[src/rtl/sbqm_pkg.sv]
// Shared types and constants for the SBqM teller-side dispatcher.
package sbqm_pkg;

  localparam int unsigned N_TELLERS_MAX = 3;
  localparam int unsigned TCOUNT_W      = 2;
  localparam int unsigned TIMER_W       = 4;

  // front_photocell is active-low: a departure is signalled by driving it to 0.
  localparam logic PHOTOCELL_ACTIVE = 1'b0;

  typedef enum logic [1:0] {
    StReady = 2'd0,
    StPulse = 2'd1,
    StHold  = 2'd2
  } disp_state_e;

  // Number of enabled tellers: Tcount limited to the physical teller count.
  function automatic logic [TCOUNT_W:0] clamp_tcount(input logic [TCOUNT_W-1:0] tcount,
                                                     input logic [TCOUNT_W:0]   limit);
    if ({1'b0, tcount} > limit) begin
      return limit;
    end
    return {1'b0, tcount};
  endfunction

endpackage

[src/rtl/sbqm_teller_dispatcher_if.sv]
// Queue-manager <-> teller-dispatcher signal bundle.
interface sbqm_teller_dispatcher_if #(
  parameter int unsigned N_TELLERS = 3,
  parameter int unsigned CNT_W     = 8
);

  logic                           empty_flag;
  logic [sbqm_pkg::TCOUNT_W-1:0]  Tcount;
  logic                           front_photocell;
  logic [N_TELLERS-1:0]           teller_busy;
  logic [sbqm_pkg::TCOUNT_W-1:0]  grant_id;
  logic [CNT_W-1:0]               served_count;
  logic                           tcount_err;

  // Queue-manager side: supplies queue state, consumes dispatch events.
  modport master (
    output empty_flag,
    output Tcount,
    input  front_photocell,
    input  teller_busy,
    input  grant_id,
    input  served_count,
    input  tcount_err
  );

  // Dispatcher side.
  modport slave (
    input  empty_flag,
    input  Tcount,
    output front_photocell,
    output teller_busy,
    output grant_id,
    output served_count,
    output tcount_err
  );

endinterface

[src/rtl/sbqm_teller_timer.sv]
// Per-teller service down-counter; busy while the count is nonzero.
module sbqm_teller_timer #(
  parameter int unsigned TIMER_W = 4
) (
  input  logic               clk,
  input  logic               reset,
  input  logic               load_i,
  input  logic [TIMER_W-1:0] service_t_i,
  output logic               busy_o,
  output logic [TIMER_W-1:0] count_o
);

  logic [TIMER_W-1:0] count_q, count_d;
  logic               busy_q, busy_d;

  // Load on grant, otherwise count down to zero and stop.
  always_comb begin
    count_d = count_q;
    if (load_i) begin
      count_d = service_t_i;
    end else if (count_q != '0) begin
      count_d = count_q - TIMER_W'(1);
    end
    busy_d = (count_d != '0);
  end

  // Synchronous reset abandons any service in progress.
  always_ff @(posedge clk) begin
    if (reset) begin
      count_q <= '0;
      busy_q  <= 1'b0;
    end else begin
      count_q <= count_d;
      busy_q  <= busy_d;
    end
  end

  assign busy_o  = busy_q;
  assign count_o = count_q;

endmodule

[src/rtl/sbqm_teller_dispatcher.sv]
// Assigns waiting customers to idle tellers in round-robin order, one
// active-low front_photocell pulse per assignment.
module sbqm_teller_dispatcher
  import sbqm_pkg::*;
#(
  parameter int unsigned N_TELLERS = 3,
  parameter int unsigned SERVICE_T = 4,
  parameter int unsigned CNT_W     = 8
) (
  input logic                     clk,
  input logic                     reset,
  sbqm_teller_dispatcher_if.slave bus
);

  localparam logic [TCOUNT_W:0]  NumTellers = (TCOUNT_W + 1)'(N_TELLERS);
  localparam logic [TCOUNT_W:0]  LastTeller = NumTellers - (TCOUNT_W + 1)'(1);
  localparam logic [TIMER_W-1:0] ServiceT   = TIMER_W'(SERVICE_T);

  disp_state_e         state_q, state_d;
  logic                front_q, front_d;
  logic [TCOUNT_W-1:0] grant_q, grant_d;
  logic [TCOUNT_W-1:0] rr_q, rr_d;
  logic [CNT_W-1:0]    served_q, served_d;
  logic                err_q, err_d;

  logic [N_TELLERS-1:0] load;
  logic [N_TELLERS-1:0] eligible;
  logic [N_TELLERS-1:0] busy;
  logic [TIMER_W-1:0]   count [N_TELLERS];

  logic [TCOUNT_W:0]   n_en;
  logic [TCOUNT_W:0]   cand;
  logic                found;
  logic [TCOUNT_W-1:0] sel;

  for (genvar i = 0; i < N_TELLERS; i++) begin : g_teller
    sbqm_teller_timer #(
      .TIMER_W (TIMER_W)
    ) u_timer (
      .clk         (clk),
      .reset       (reset),
      .load_i      (load[i]),
      .service_t_i (ServiceT),
      .busy_o      (busy[i]),
      .count_o     (count[i])
    );
  end

  // A teller is eligible when enabled by Tcount and its pre-edge timer is zero,
  // so a teller finishing at this edge cannot be re-granted at the same edge.
  always_comb begin
    n_en = clamp_tcount(bus.Tcount, NumTellers);
    for (int i = 0; i < N_TELLERS; i++) begin
      eligible[i] = ((TCOUNT_W + 1)'(i) < n_en) && (count[i] == '0);
    end
  end

  // First eligible teller at or after rr_q, wrapping modulo N_TELLERS.
  always_comb begin
    found = 1'b0;
    sel   = '0;
    cand  = '0;
    for (int k = 0; k < N_TELLERS; k++) begin
      cand = {1'b0, rr_q} + (TCOUNT_W + 1)'(k);
      if (cand >= NumTellers) begin
        cand = cand - NumTellers;
      end
      if (!found && eligible[cand[TCOUNT_W-1:0]]) begin
        found = 1'b1;
        sel   = cand[TCOUNT_W-1:0];
      end
    end
  end

  // Dispatch FSM next state: READY -> PULSE -> HOLD -> READY; grant on READY->PULSE.
  always_comb begin
    state_d  = state_q;
    front_d  = ~PHOTOCELL_ACTIVE;
    grant_d  = grant_q;
    rr_d     = rr_q;
    served_d = served_q;
    load     = '0;
    err_d    = (bus.Tcount == '0);
    unique case (state_q)
      StReady: begin
        // n_en == 0 leaves no eligible teller, so Tcount == 0 blocks grants here.
        if (!bus.empty_flag && found) begin
          state_d   = StPulse;
          front_d   = PHOTOCELL_ACTIVE;
          load[sel] = 1'b1;
          grant_d   = sel;
          rr_d      = ({1'b0, sel} == LastTeller) ? '0 : sel + TCOUNT_W'(1);
          served_d  = served_q + CNT_W'(1);
        end
      end
      StPulse: state_d = StHold;
      StHold:  state_d = StReady;
      default: state_d = StReady;
    endcase
  end

  // Registered FSM state and outputs; reset overrides everything, including a live pulse.
  always_ff @(posedge clk) begin
    if (reset) begin
      state_q  <= StReady;
      front_q  <= ~PHOTOCELL_ACTIVE;
      grant_q  <= '0;
      rr_q     <= '0;
      served_q <= '0;
      err_q    <= 1'b0;
    end else begin
      state_q  <= state_d;
      front_q  <= front_d;
      grant_q  <= grant_d;
      rr_q     <= rr_d;
      served_q <= served_d;
      err_q    <= err_d;
    end
  end

  assign bus.front_photocell = front_q;
  assign bus.teller_busy     = busy;
  assign bus.grant_id        = grant_q;
  assign bus.served_count    = served_q;
  assign bus.tcount_err      = err_q;

endmodule
[src/flat_wrapper.sv]
// flat-port wrapper written by rule: the top's interface ports become plain ports
module sbqm_teller_dispatcher_flat import sbqm_pkg::*;
#(
  parameter int unsigned N_TELLERS = 3,
  parameter int unsigned SERVICE_T = 4,
  parameter int unsigned CNT_W     = 8
)
  (clk, reset, bus_empty_flag, bus_Tcount, bus_front_photocell, bus_teller_busy, bus_grant_id, bus_served_count, bus_tcount_err);
  sbqm_teller_dispatcher_if #(.N_TELLERS(N_TELLERS), .CNT_W(CNT_W)) bus_i ();
  input logic clk;
  input logic reset;
  input wire logic [$bits(bus_i.empty_flag)-1:0] bus_empty_flag;
  input wire logic [$bits(bus_i.Tcount)-1:0] bus_Tcount;
  output wire logic [$bits(bus_i.front_photocell)-1:0] bus_front_photocell;
  output wire logic [$bits(bus_i.teller_busy)-1:0] bus_teller_busy;
  output wire logic [$bits(bus_i.grant_id)-1:0] bus_grant_id;
  output wire logic [$bits(bus_i.served_count)-1:0] bus_served_count;
  output wire logic [$bits(bus_i.tcount_err)-1:0] bus_tcount_err;
  assign bus_i.empty_flag = bus_empty_flag;
  assign bus_i.Tcount = bus_Tcount;
  assign bus_front_photocell = bus_i.front_photocell;
  assign bus_teller_busy = bus_i.teller_busy;
  assign bus_grant_id = bus_i.grant_id;
  assign bus_served_count = bus_i.served_count;
  assign bus_tcount_err = bus_i.tcount_err;
  sbqm_teller_dispatcher #(.N_TELLERS(N_TELLERS), .SERVICE_T(SERVICE_T), .CNT_W(CNT_W)) u_core (.clk(clk), .reset(reset), .bus(bus_i));
endmodule
[config.mk]
export PLATFORM = sky130hd
export DESIGN_NAME = sbqm_teller_dispatcher_flat
export DESIGN_NICKNAME = d
export VERILOG_FILES = /design/src/rtl/sbqm_pkg.sv /design/src/rtl/sbqm_teller_dispatcher_if.sv /design/src/rtl/sbqm_teller_timer.sv /design/src/rtl/sbqm_teller_dispatcher.sv /design/src/flat_wrapper.sv
export SDC_FILE = /design/constraint.sdc
export NUM_CORES = 1
export LEC_CHECK = 0
export CORE_ASPECT_RATIO = 1.75
export CORE_MARGIN = 5
export CORE_UTILIZATION = 55
export CTS_CLUSTER_SIZE = 30
export DETAILED_ROUTE_END_ITERATION = 8
export GPL_TIMING_DRIVEN = 0
export HOLD_SLACK_MARGIN = 0.06
export PLACE_DENSITY_LB_ADDON = 0.25
export SYNTH_ARGS = -nofsm -noshare
export SYNTH_HDL_FRONTEND = slang
export SYNTH_SLANG_ARGS = --single-unit
[constraint.sdc]
create_clock -name clk -period 3.7 [get_ports clk]
set_input_delay 0.555 -clock clk [delete_from_list [all_inputs] [get_ports clk]]
set_output_delay 0.555 -clock clk [all_outputs]
set_load 0.05 [all_outputs]
==> results of run 1 <==
-- placed cells by master (no fill, tap or decap), types with 3 or more instances in the layout --
master            n
dfxtp_1          31
clkdlybuf4s50_1  19
nor2_1           16
a21oi_1          14
nor3_1           12
inv_1            11
nand2_1          11
nor2b_1          10
ha_1              9
clkbuf_1          6
nand3_1           6
mux2_2            6
clkbuf_8          6
a31oi_1           5
nor3b_1           5
or3_1             5
nand2b_1          4
o32a_1            3
o21ai_0           3
and3_1            3
nand4_1           3
a211oi_1          3
xnor2_1           3
buf_4             3
-- cells by family after synthesis --
logic type,Yosys count,share of synthesized area
AO/OA/AOI/OAI,47,0.1866
XOR/XNOR,4,0.01900
adder cells (fa/ha/maj),9,0.06106
buffers and inverters,24,0.06038
flip-flops,31,0.3365
multiplexers,8,0.05020
AND/OR/NAND/NOR,92,0.2863
-- per-stage QoR --
stage / util / cell area, µm² / total power [W] / setup WS, ns
2_1_floorplan: - / 1844 / 0.001336 / 1.303
3_3_place_gp: 0.6282 / 2091 / 0.001553 / 0.6687
3_5_place_dp: 0.6282 / 2091 / 0.001572 / 0.6534
4_1_cts: 0.6635 / 2208 / 0.001931 / 0.9260
5_1_grt: 0.6635 / 2208 / 0.002059 / 0.7287
6_report: 0.6635 / 2208 / 0.001926 / 0.8857
-- state kept, by name, summed over array words and instances, names as in the netlist --
signal                           count
u_core.bus.front_photocell           1
u_core.bus.grant_id                  2
u_core.bus.served_count              8
u_core.bus.tcount_err                1
u_core.g_teller.u_timer.busy_o       3
u_core.g_teller.u_timer.count_o     12
u_core.rr_q                          2
u_core.state_q                       2
-- cell type report --
type | instances | share of cell area
flip-flops and latches | 31 | 0.2810
well taps | 45 | 0.02550
repair buffers | 19 | 0.08612
clock buffers | 6 | 0.03739
plain buffers | 13 | 0.03173
clock inverters | 2 | 0.01586
inverters | 11 | 0.01870
multi-input cells | 160 | 0.5037
-- synth_stat cells (4+ instances only) --
library cell and number:
a21oi_1 14, nor2b_1 10, a31oi_1 5, mux2_2 6, nor2_1 16, or3_1 5, nor3_1 12, dfxtp_1 31
nand3_1 6, inv_1 11, nand2b_1 4, nand2_1 11, ha_1 9, nor3b_1 5, clkbuf_1 6
-- metal layers --
layer | wire (µm) | global-route usage | vias up
met4 | 81 | 0.1256 | 0
met2 | 2336 | 0.3554 | 49
met5 | 0 | 0 | -
li1 | - | - | 834
met3 | 162 | 0.03614 | 10
met1 | 1559 | 0.2009 | 807
-- power groups by stage --
| stage | sequential (W) | clock, W | combinational (W) |
|---|---|---|---|
| 5_1_grt | 0.000525 | 0.000371 | 0.00116 |
| 3_5_place_dp | 0.000516 | 0 | 0.00106 |
| 6_report | 0.000510 | 0.000349 | 0.00107 |
| 4_1_cts | 0.000509 | 0.000354 | 0.00107 |
| 3_3_place_gp | 0.000513 | 0 | 0.00104 |
| 2_1_floorplan | 0.000562 | 0 | 0.000774 |
-- worst paths after layout --
kind | start | slack, ns | to
max | bus_Tcount[1] | 0.89 | u_core.bus.served_count[0]
min | u_core.state_q[1] | 0.45 | u_core.state_q[1]
max reg2reg | u_core.rr_q[0] | 1.01 | u_core.bus.served_count[0]
min reg2reg | u_core.state_q[1] | 0.45 | u_core.state_q[1]
-- worst max-delay path, stage by stage --
cell,delay (ns)
clkdlybuf4s50_1,0.49
nor2_1,0.42
nor4_1,0.12
nor3_1,0.85
a21oi_4,0.21
mux2_4,0.34
==> results.py, run 1 <==
metrics = {
    "clocking": {
        "htreeDepth": 2,
        "post_cts_buffers": 0,
        "cts-resized-gates": 0,
        "cts_buffers": 5,
        "cts.clk_slew.worst_paths_ns": 0.07,
        "root_buffer": "clkbuf_8",
        "clock_path_buffers": 2,
        "clk_latency_ns": 0.28,
        "clock_sinks": 31,
        "cts_hold_buf": 0,
        "cts_tree": "done",
    },
    "power": {
        "comb_power_share": 0.554,
        "p_int_w": 0.001104,
        "clkPwrFrac": 0.181,
        "leakage_nw": 0.8488,
        "cellPowerDensity_nw_per_um2": 872.0,
        "p_seq_frac": 0.265,
        "swShare": 0.4265,
        "irDropWorstVdd_mv": 0.5573,
        "switching_power_w": 0.0008214,
    },
    "placement": {
        "dp.cells": 279,
        "dp_hpwl_um": 2999,
        "port_buffers": 19,
        "gp_congestion": 0.8411,
    },
    "min_path": {
        "holdPathStages": 1,
        "min_path_type": "reg -> reg",
    },
    "yosys": {
        "ys.flop_type": "dfxtp_1",
        "netlist_instances": 215,
        "synth_top_area_frac": 0.3365,
        "async_flop_share": 0,
        "netlist_area_um2": 1844,
        "synth.distinct_cells": 58,
        "avgSynthCellArea_um2": 8.578,
        "yosysWarningCount": 0,
        "syn_nets": 229,
        "yosys.area.top_type": "dfxtp_1",
        "synth_area_leaders": "dfxtp_1, ha_1, a21oi_1",
        "ys_ff_latch": 31,
        "synth-edff-count": 0,
        "ys_seq_area_frac": 0.3365,
    },
    "sta": {
        "skew_ns": 0.008045,
        "timing.final.crit_share": 0.7606,
        "rsz0062_at_grt": "false",
        "hold_ws_ns": 0.4540,
        "slew_headroom": 0.3177,
        "drv_slew": 0,
        "fin_crit_ns": 2.814,
        "fmax_mhz": 355.3,
        "finalSetupViolations": 0,
        "worstMarginPinSlew_ns": 1.016,
        "setup_tns_ns": 0,
        "hold_viol": 0,
    },
    "final_layout": {
        "seq_area_um2": 620.6,
        "final_cells": 287,
        "area_delta_synth_final_pct": 19.74,
        "diodes": 0,
        "multi_input_area_um2": 1112,
        "fillers": 294,
        "fin_nets": 255,
        "drive_gt1_frac": 0.1198,
    },
    "global_routing": {
        "grtUsageTotal": 0.1996,
        "antenna_found_initial": 0,
        "grt_max_degree": 11,
        "overflow": 0,
        "grt_pass1_vias": 1688,
        "grt_pass1_wl_um": 7017,
    },
    "run": {
        "cap_violations": 0,
    },
    "setup_path": {
        "critPathCaptureType": "register",
        "worstSetupPathType": "in -> reg",
        "startpoint_type": "primary input",
        "arrival_ns": 2.99,
        "ff2ff_path_depth": 7,
        "crit_fanout": 8,
        "required_ns": 3.88,
    },
    "routing": {
        "drt_first_pass_iters": 4,
        "drc": 0,
        "totalWireLength_um": 4139,
        "drtAntennaViolNets": 0,
        "vias_per_cell": 5.923,
        "via_count": 1700,
        "routedWlPerCell_um": 14.42,
        "dr.first_iter.drc_count": 70,
    },
    "die": {
        "pin_count": 20,
        "rows": 28,
        "die_h_um": 86.61,
        "dieArea_um2": 4657,
        "initial_utilization": 0.5541,
        "fp.coreArea_um2": 3328,
        "die-width_um": 53.78,
    },
    "run_status": {
        "status": "finished clean",
    },
}
Power figures use the tool's default switching activity.
==> run 2: changes to the inputs <==
==> constraint.sdc (replaced) <==
create_clock -name clk -period 2.87 [get_ports clk]
set_input_delay 0.4305 -clock clk [delete_from_list [all_inputs] [get_ports clk]]
set_output_delay 0.4305 -clock clk [all_outputs]
set_load 0.05 [all_outputs]
==> results of run 2 <==
Same layout as run 1 (identical final DEF). Status: finished clean.
Among the figures that moved: setup slack after placement 0.6534 ns -> -0.05211 ns; setup slack after layout 0.8857 ns -> 0.1766 ns; start point of the critical path bus_Tcount[1] -> u_core.rr_q[0]; register-to-register setup slack 1.01 ns -> 0.18 ns; total power 0.001926 W -> 0.002483 W; worst IR drop on VDD 0.5573 mV -> 0.7184 mV
